--- src/rtl/alu_dcache_decoder.sv ---
// LEGv8 single-cycle slice: instruction decoder, ALU and a word-addressed data cache.
// Everything is combinational except the cache array, which clears asynchronously on reset.
module alu_dcache_decoder #(
   parameter int MEM_WORDS = 32
) (
   input  logic        clock,
   input  logic        reset,
   input  logic [31:0] instruction,
   input  logic [31:0] read_data1,
   input  logic [31:0] read_data2,
   output logic        reg2loc,
   output logic        uncond_branch,
   output logic        branch,
   output logic        mem_read,
   output logic        mem_to_reg,
   output logic        mem_write,
   output logic        alu_src,
   output logic        reg_write,
   output logic        illegal,
   output logic [3:0]  alu_ctrl,
   output logic [4:0]  rn,
   output logic [4:0]  rm,
   output logic [4:0]  rt,
   output logic [4:0]  read_reg2,
   output logic [31:0] sign_ext,
   output logic [31:0] alu_result,
   output logic        zero,
   output logic [31:0] mem_data,
   output logic [31:0] write_back
);

   localparam int IDX_W = $clog2(MEM_WORDS);

   localparam logic [10:0] OP_ADD  = 11'b10001011000;
   localparam logic [10:0] OP_SUB  = 11'b11001011000;
   localparam logic [10:0] OP_AND  = 11'b10001010000;
   localparam logic [10:0] OP_ORR  = 11'b10101010000;
   localparam logic [10:0] OP_LDUR = 11'b11111000010;
   localparam logic [10:0] OP_STUR = 11'b11111000000;
   localparam logic [9:0]  OP_ADDI = 10'b1001000100;
   localparam logic [9:0]  OP_SUBI = 10'b1101000100;
   localparam logic [7:0]  OP_CBZ  = 8'b10110100;
   localparam logic [5:0]  OP_B    = 6'b000101;

   localparam logic [3:0] ALU_AND  = 4'b0000;
   localparam logic [3:0] ALU_ORR  = 4'b0001;
   localparam logic [3:0] ALU_ADD  = 4'b0010;
   localparam logic [3:0] ALU_SUB  = 4'b0110;
   localparam logic [3:0] ALU_PASS = 4'b0111;

   logic [31:0]      alu_b;
   logic [IDX_W-1:0] index;
   logic [31:0]      mem_q [MEM_WORDS];

   assign rn        = instruction[9:5];
   assign rm        = instruction[20:16];
   assign rt        = instruction[4:0];
   assign read_reg2 = reg2loc ? rt : rm;

   always_comb begin
      reg2loc       = 1'b0;
      uncond_branch = 1'b0;
      branch        = 1'b0;
      mem_read      = 1'b0;
      mem_to_reg    = 1'b0;
      mem_write     = 1'b0;
      alu_src       = 1'b0;
      reg_write     = 1'b0;
      illegal       = 1'b0;
      alu_ctrl      = ALU_AND;
      sign_ext      = 32'd0;
      case (instruction[31:21])
         OP_ADD: begin reg_write = 1'b1; alu_ctrl = ALU_ADD; end
         OP_SUB: begin reg_write = 1'b1; alu_ctrl = ALU_SUB; end
         OP_AND: begin reg_write = 1'b1; alu_ctrl = ALU_AND; end
         OP_ORR: begin reg_write = 1'b1; alu_ctrl = ALU_ORR; end
         OP_LDUR: begin
            alu_src    = 1'b1;
            mem_read   = 1'b1;
            mem_to_reg = 1'b1;
            reg_write  = 1'b1;
            alu_ctrl   = ALU_ADD;
            sign_ext   = {{23{instruction[20]}}, instruction[20:12]};
         end
         OP_STUR: begin
            reg2loc   = 1'b1;
            alu_src   = 1'b1;
            mem_write = 1'b1;
            alu_ctrl  = ALU_ADD;
            sign_ext  = {{23{instruction[20]}}, instruction[20:12]};
         end
         default: begin
            // Shorter opcodes only decode once no 11-bit opcode matched.
            if (instruction[31:22] == OP_ADDI || instruction[31:22] == OP_SUBI) begin
               alu_src   = 1'b1;
               reg_write = 1'b1;
               alu_ctrl  = (instruction[31:22] == OP_ADDI) ? ALU_ADD : ALU_SUB;
               sign_ext  = {20'd0, instruction[21:10]};
            end else if (instruction[31:24] == OP_CBZ) begin
               reg2loc  = 1'b1;
               branch   = 1'b1;
               alu_ctrl = ALU_PASS;
               sign_ext = {{13{instruction[23]}}, instruction[23:5]};
            end else if (instruction[31:26] == OP_B) begin
               uncond_branch = 1'b1;
               alu_ctrl      = ALU_ADD;
               sign_ext      = {{6{instruction[25]}}, instruction[25:0]};
            end else begin
               illegal = 1'b1;
            end
         end
      endcase
   end

   assign alu_b = alu_src ? sign_ext : read_data2;

   always_comb begin
      case (alu_ctrl)
         ALU_AND:  alu_result = read_data1 & alu_b;
         ALU_ORR:  alu_result = read_data1 | alu_b;
         ALU_ADD:  alu_result = read_data1 + alu_b;
         ALU_SUB:  alu_result = read_data1 - alu_b;
         ALU_PASS: alu_result = alu_b;
         default:  alu_result = 32'd0;
      endcase
   end

   assign zero = (alu_result == 32'd0);

   // Byte offset and bits above the index are dropped, so addresses alias modulo MEM_WORDS*4.
   assign index = alu_result[IDX_W+1:2];

   always_ff @(posedge clock or posedge reset) begin
      if (reset) begin
         for (int i = 0; i < MEM_WORDS; i++) mem_q[i] <= 32'd0;
      end else if (mem_write) begin
         mem_q[index] <= read_data2;
      end
   end

   assign mem_data   = mem_read ? mem_q[index] : 32'd0;
   assign write_back = mem_to_reg ? mem_data : alu_result;

endmodule

--- config.mk ---
export PLATFORM = sky130hd
export DESIGN_NAME = alu_dcache_decoder
export DESIGN_NICKNAME = d
export VERILOG_FILES = /design/src/rtl/alu_dcache_decoder.sv
export SDC_FILE = /design/constraint.sdc
export NUM_CORES = 2
export LEC_CHECK = 0
export CORE_ASPECT_RATIO = 0.5
export CORE_MARGIN = 10
export CORE_UTILIZATION = 60
export DETAILED_ROUTE_END_ITERATION = 10
export HOLD_SLACK_MARGIN = 0.12
export PLACE_DENSITY = 0.79
export SETUP_SLACK_MARGIN = 0.3
export SLEW_MARGIN = 30
export SYNTH_ARGS = -nofsm -noshare
export SYNTH_HDL_FRONTEND = slang
export SYNTH_SLANG_ARGS = --single-unit
--- constraint.sdc ---
create_clock -name clock -period 49.8 [get_ports clock]
set_clock_uncertainty 0.1 [all_clocks]
set_input_delay 14.94 -clock clock [delete_from_list [all_inputs] [get_ports clock]]
set_output_delay 14.94 -clock clock [all_outputs]
set_load 0.02 [all_outputs]
==> results.sh <==
export IMPL_outcome="finished clean"
export IMPL_clock_path_buffers=3
export IMPL_synth_avg_cell_area_sq_um=10.4
export IMPL_placement_io_buffers=258
export IMPL_leakagePower_nw=28.1
export IMPL_synth_net_count=5212
export IMPL_registers_top_by_ff_count="mem_q"
export IMPL_ant_nets=0
export IMPL_dpl_cell_area_sq_mm=0.0554
export IMPL_hpwlAfterDp_um=103000
export IMPL_yosys_most_used_dff="sky130_fd_sc_hd__dfrtp_1"
export IMPL_layout_worst_path_cycle_share_pct=77.3
export IMPL_pwr_share_comb_pct=10.2
export IMPL_synthesis_instances=5079
export IMPL_grt_pass1_wl_um=262000
export IMPL_clk_pin_slew_ns=0.06
export IMPL_worst_margin_slew_ns=1.09
export IMPL_fin_util_pct=67.8
export IMPL_postSynthRegisterBits=1024
export IMPL_timing_critical_path_from_type="primary input"
export IMPL_pwr_density_cell_mw_per_mm2=30.2
export IMPL_post_synth_instance_area_sq_mm=0.0527
export IMPL_hold_buffers=0
export IMPL_layout_commonest_cell="sky130_fd_sc_hd__nand2_1"
export IMPL_synth_enable_flop_cells=0
export IMPL_cts_tree="done"
export IMPL_registers_with_the_most_flip_flops="mem_q: 1024 flops"
export IMPL_antenna_found_initial=13
export IMPL_post_synth_fa_ha_maj_area_fraction_pct=0.980
export IMPL_groute_usage_overall_pct=33.6
export IMPL_ys_warn_count=0
export IMPL_path_max_fanout=42
export IMPL_routabilityCongestion=0.939
export IMPL_initial_utilization_pct=60.9
export IMPL_drive_gt1_share_pct=21.5
export IMPL_rsz0062_at_grt="false"
export IMPL_cts_setup_buffers=0
export IMPL_pin_count_of_the_biggest_net_entering_global_routing=185
export IMPL_pre_antenna_drt_iters=6
export IMPL_filler_cell_count=6262
export IMPL_seq_power_share_pct=47.0
export IMPL_placeableCoreArea_sq_mm=0.0866
export IMPL_switching_share_pct=25.9
export IMPL_asyncSetResetFlopFracSynth_pct=100
export IMPL_dominant_combinational_cell_family_by_area_after_synthesis="multiplexers"
export IMPL_wirelength_um=176000
export IMPL_die_width_um=439
export IMPL_clock_insertion_delay_worst_skew_ns=0.69
export IMPL_timing_final_max_slew_violations=0
export IMPL_ys_types=106
export IMPL_power_ir_vdd_worst_mv=0.0280
export IMPL_sequential_area_share_after_synthesis_pct=48.6
export IMPL_io_pins=260
export IMPL_fp_row_count=76
export IMPL_final_design_area_no_fill_sq_mm=0.0587
export IMPL_worst_setup_path_type="in -> out"
export IMPL_cts_sink_count=1024
export IMPL_min_period_ns=38.51
export IMPL_muxShareOfSynthArea_pct=21.5
export IMPL_fraction_of_the_mapped_netlist_area_in_compound_gates_pct=7.88
export IMPL_max_cap_violations=0
export IMPL_grt_overflow=0
export IMPL_finalSetupViolCount=0
export IMPL_share_clk_of_total_power_pct=42.9
export IMPL_timing_slew_headroom_pct=26.9
export IMPL_clock_fmax_mhz=26.0
export IMPL_power_switching_mw=0.459
export IMPL_clockRootBuffer="sky130_fd_sc_hd__clkbuf_16"
export IMPL_number_of_violations_reported_at_the_end_of_detailed_routing_iteration_0=5879
export IMPL_cp_end_kind="primary output"
export IMPL_dr_total_vias=42434
export IMPL_total_cts_buffers=91
export IMPL_hold_violations=0
export IMPL_regArea_sq_mm=0.0256
export IMPL_yosys_area_share_simple_pct=15.7
export IMPL_fin_nets=5181
export IMPL_wl_per_cell_um=27.9
export IMPL_die_height_um=230
export IMPL_h_tree_levels=3
export IMPL_multi_input_comb_area_sq_mm=0.0249
export IMPL_number_of_global_route_vias_before_repair=41571
export IMPL_floorplan_die_area_sq_mm=0.101
export IMPL_worst_ep_arrival_time_ns=23.47
export IMPL_largest_register_ff_count=1024
export IMPL_cts_repair_resized=0
export IMPL_most_common_layout_cells="sky130_fd_sc_hd__nand2_1, sky130_fd_sc_hd__dfrtp_1, sky130_fd_sc_hd__mux2_2"
export IMPL_drcViolationCount=0
export IMPL_timing_hold_worst_class="reg -> reg"
export IMPL_intPower_mw=1.31
export IMPL_area_growth_syn_to_layout_pct=11.4
export IMPL_vias_per_cell=6.73
export IMPL_yosys_area_share_xor_xnor_pct=0.714
export IMPL_setup_tns_final_ns=0
export IMPL_worst_ep_required_time_ns=34.76
[routing by layer]
| layer | track usage, % | wire [um] | vias to the layer above |
|---|---|---|---|
| li1 | - | - | 17797 |
| met1 | 45.9 | 68800 | 21354 |
| met2 | 49.6 | 75700 | 2787 |
| met3 | 11.2 | 24500 | 494 |
| met4 | 12.7 | 6940 | 2 |
| met5 | 0 | 12 | - |
[per-stage QoR]
step | hold WS (ns) | power, mW | std cells | setup WS (ns)
global route | 0.402 | 1.82 | 6296 | 11.06
finish | 0.385 | 1.77 | 6301 | 11.29
floorplan | 0.350 | 0.957 | 5079 | 5.94
global placement | 0.362 | 1.02 | 6119 | 11.58
CTS | 0.384 | 1.77 | 6290 | 11.50
detailed placement | 0.369 | 1.02 | 6122 | 11.63
[cells in the mapped netlist, types with 13 or more instances]
cell type / count / area, sq um
sky130_fd_sc_hd__nand2_1: 1125 / 4220
sky130_fd_sc_hd__dfrtp_1: 1024 / 25600
sky130_fd_sc_hd__mux2_2: 753 / 8480
sky130_fd_sc_hd__nand3_1: 312 / 1560
sky130_fd_sc_hd__mux2_1: 229 / 2580
sky130_fd_sc_hd__clkbuf_1: 208 / 781
sky130_fd_sc_hd__buf_2: 192 / 961
sky130_fd_sc_hd__a31oi_1: 128 / 801
sky130_fd_sc_hd__and3_1: 127 / 795
sky130_fd_sc_hd__o21ai_0: 124 / 621
sky130_fd_sc_hd__nor2_1: 113 / 424
sky130_fd_sc_hd__a21oi_1: 110 / 551
sky130_fd_sc_hd__a32oi_1: 101 / 885
sky130_fd_sc_hd__buf_4: 52 / 390
sky130_fd_sc_hd__ha_1: 34 / 425
sky130_fd_sc_hd__xnor2_1: 28 / 245
sky130_fd_sc_hd__mux2i_1: 27 / 270
sky130_fd_sc_hd__and4_1: 26 / 228
sky130_fd_sc_hd__nand4_1: 19 / 119
sky130_fd_sc_hd__inv_1: 18 / 67.6
sky130_fd_sc_hd__a21o_1: 16 / 120
sky130_fd_sc_hd__nor3_1: 15 / 75.1
sky130_fd_sc_hd__xor2_1: 15 / 131
sky130_fd_sc_hd__buf_1: 14 / 52.6
sky130_fd_sc_hd__o211ai_1: 14 / 105
sky130_fd_sc_hd__a22oi_1: 13 / 97.6
sky130_fd_sc_hd__or3_1: 13 / 81.3
[critical path, cell delays in order]
cell                              delay (ns)
sky130_fd_sc_hd__clkdlybuf4s50_1        0.64
sky130_fd_sc_hd__or4b_4                 0.65
sky130_fd_sc_hd__nor3_4                 0.58
sky130_fd_sc_hd__nor2_4                 0.06
sky130_fd_sc_hd__buf_4                  0.31
sky130_fd_sc_hd__inv_2                  0.31
sky130_fd_sc_hd__o21ai_0                0.17
sky130_fd_sc_hd__xor2_1                 0.19
sky130_fd_sc_hd__ha_1                   0.34
sky130_fd_sc_hd__o21ai_0                0.17
sky130_fd_sc_hd__a21oi_1                0.10
sky130_fd_sc_hd__or2_2                  0.31
sky130_fd_sc_hd__a211o_1                0.29
sky130_fd_sc_hd__nand3_1                0.07
sky130_fd_sc_hd__and2_1                 0.74
sky130_fd_sc_hd__inv_4                  0.28
sky130_fd_sc_hd__nor3_4                 0.83
sky130_fd_sc_hd__buf_4                  0.60
sky130_fd_sc_hd__a32oi_1                0.19
sky130_fd_sc_hd__and4_1                 0.29
sky130_fd_sc_hd__a21oi_1                0.57
sky130_fd_sc_hd__clkdlybuf4s50_1        0.74
[cell type report]
cell class                 instances  area share [%]
antenna                            8          0.0341
clock buffer                     127            4.52
clock inverter                    41           0.927
inverter                          27           0.239
multi-input combinational       3550            42.4
sequential                      1024            43.6
tap                             1170            2.49
timing repair buffer             354            5.79
[cells by family (layout without fill, tap and decap cells)]
family,Yosys count,after routing
adder cells (fa/ha/maj),42,42
multiplexers,1009,1009
AO/OA/AOI/OAI,613,613
XOR/XNOR,43,43
other,1,9
AND/OR/NAND/NOR,1842,1842
buffers and inverters,505,549
flip-flops,1024,1024
[power by group through the flow]
stage	combinational [mW]	sequential, mW	clock [mW]
after floorplan	0.107	0.850	0
after global placement	0.171	0.848	0
after detailed placement	0.173	0.848	0
after CTS	0.174	0.832	0.761
after global routing	0.190	0.832	0.794
final	0.180	0.832	0.760
[worst paths after layout]
| check | start | end | cells after the start | slack [ns] |
|---|---|---|---|---|
| min in group asynchronous | reset | mem_q[266] | 2 | 14.53 |
| max in group asynchronous | reset | mem_q[216] | 7 | 31.88 |
| worst min register to register | mem_q[641] | mem_q[641] | 2 | 0.38 |
| worst max register to register | mem_q[112] | mem_q[112] | 1 | 48.85 |
| worst max-delay path | instruction[22] | write_back[4] | 22 | 11.29 |
| worst min-delay path | mem_q[641] | mem_q[641] | 2 | 0.38 |
No activity file was read; power rests on OpenSTA's default activity.
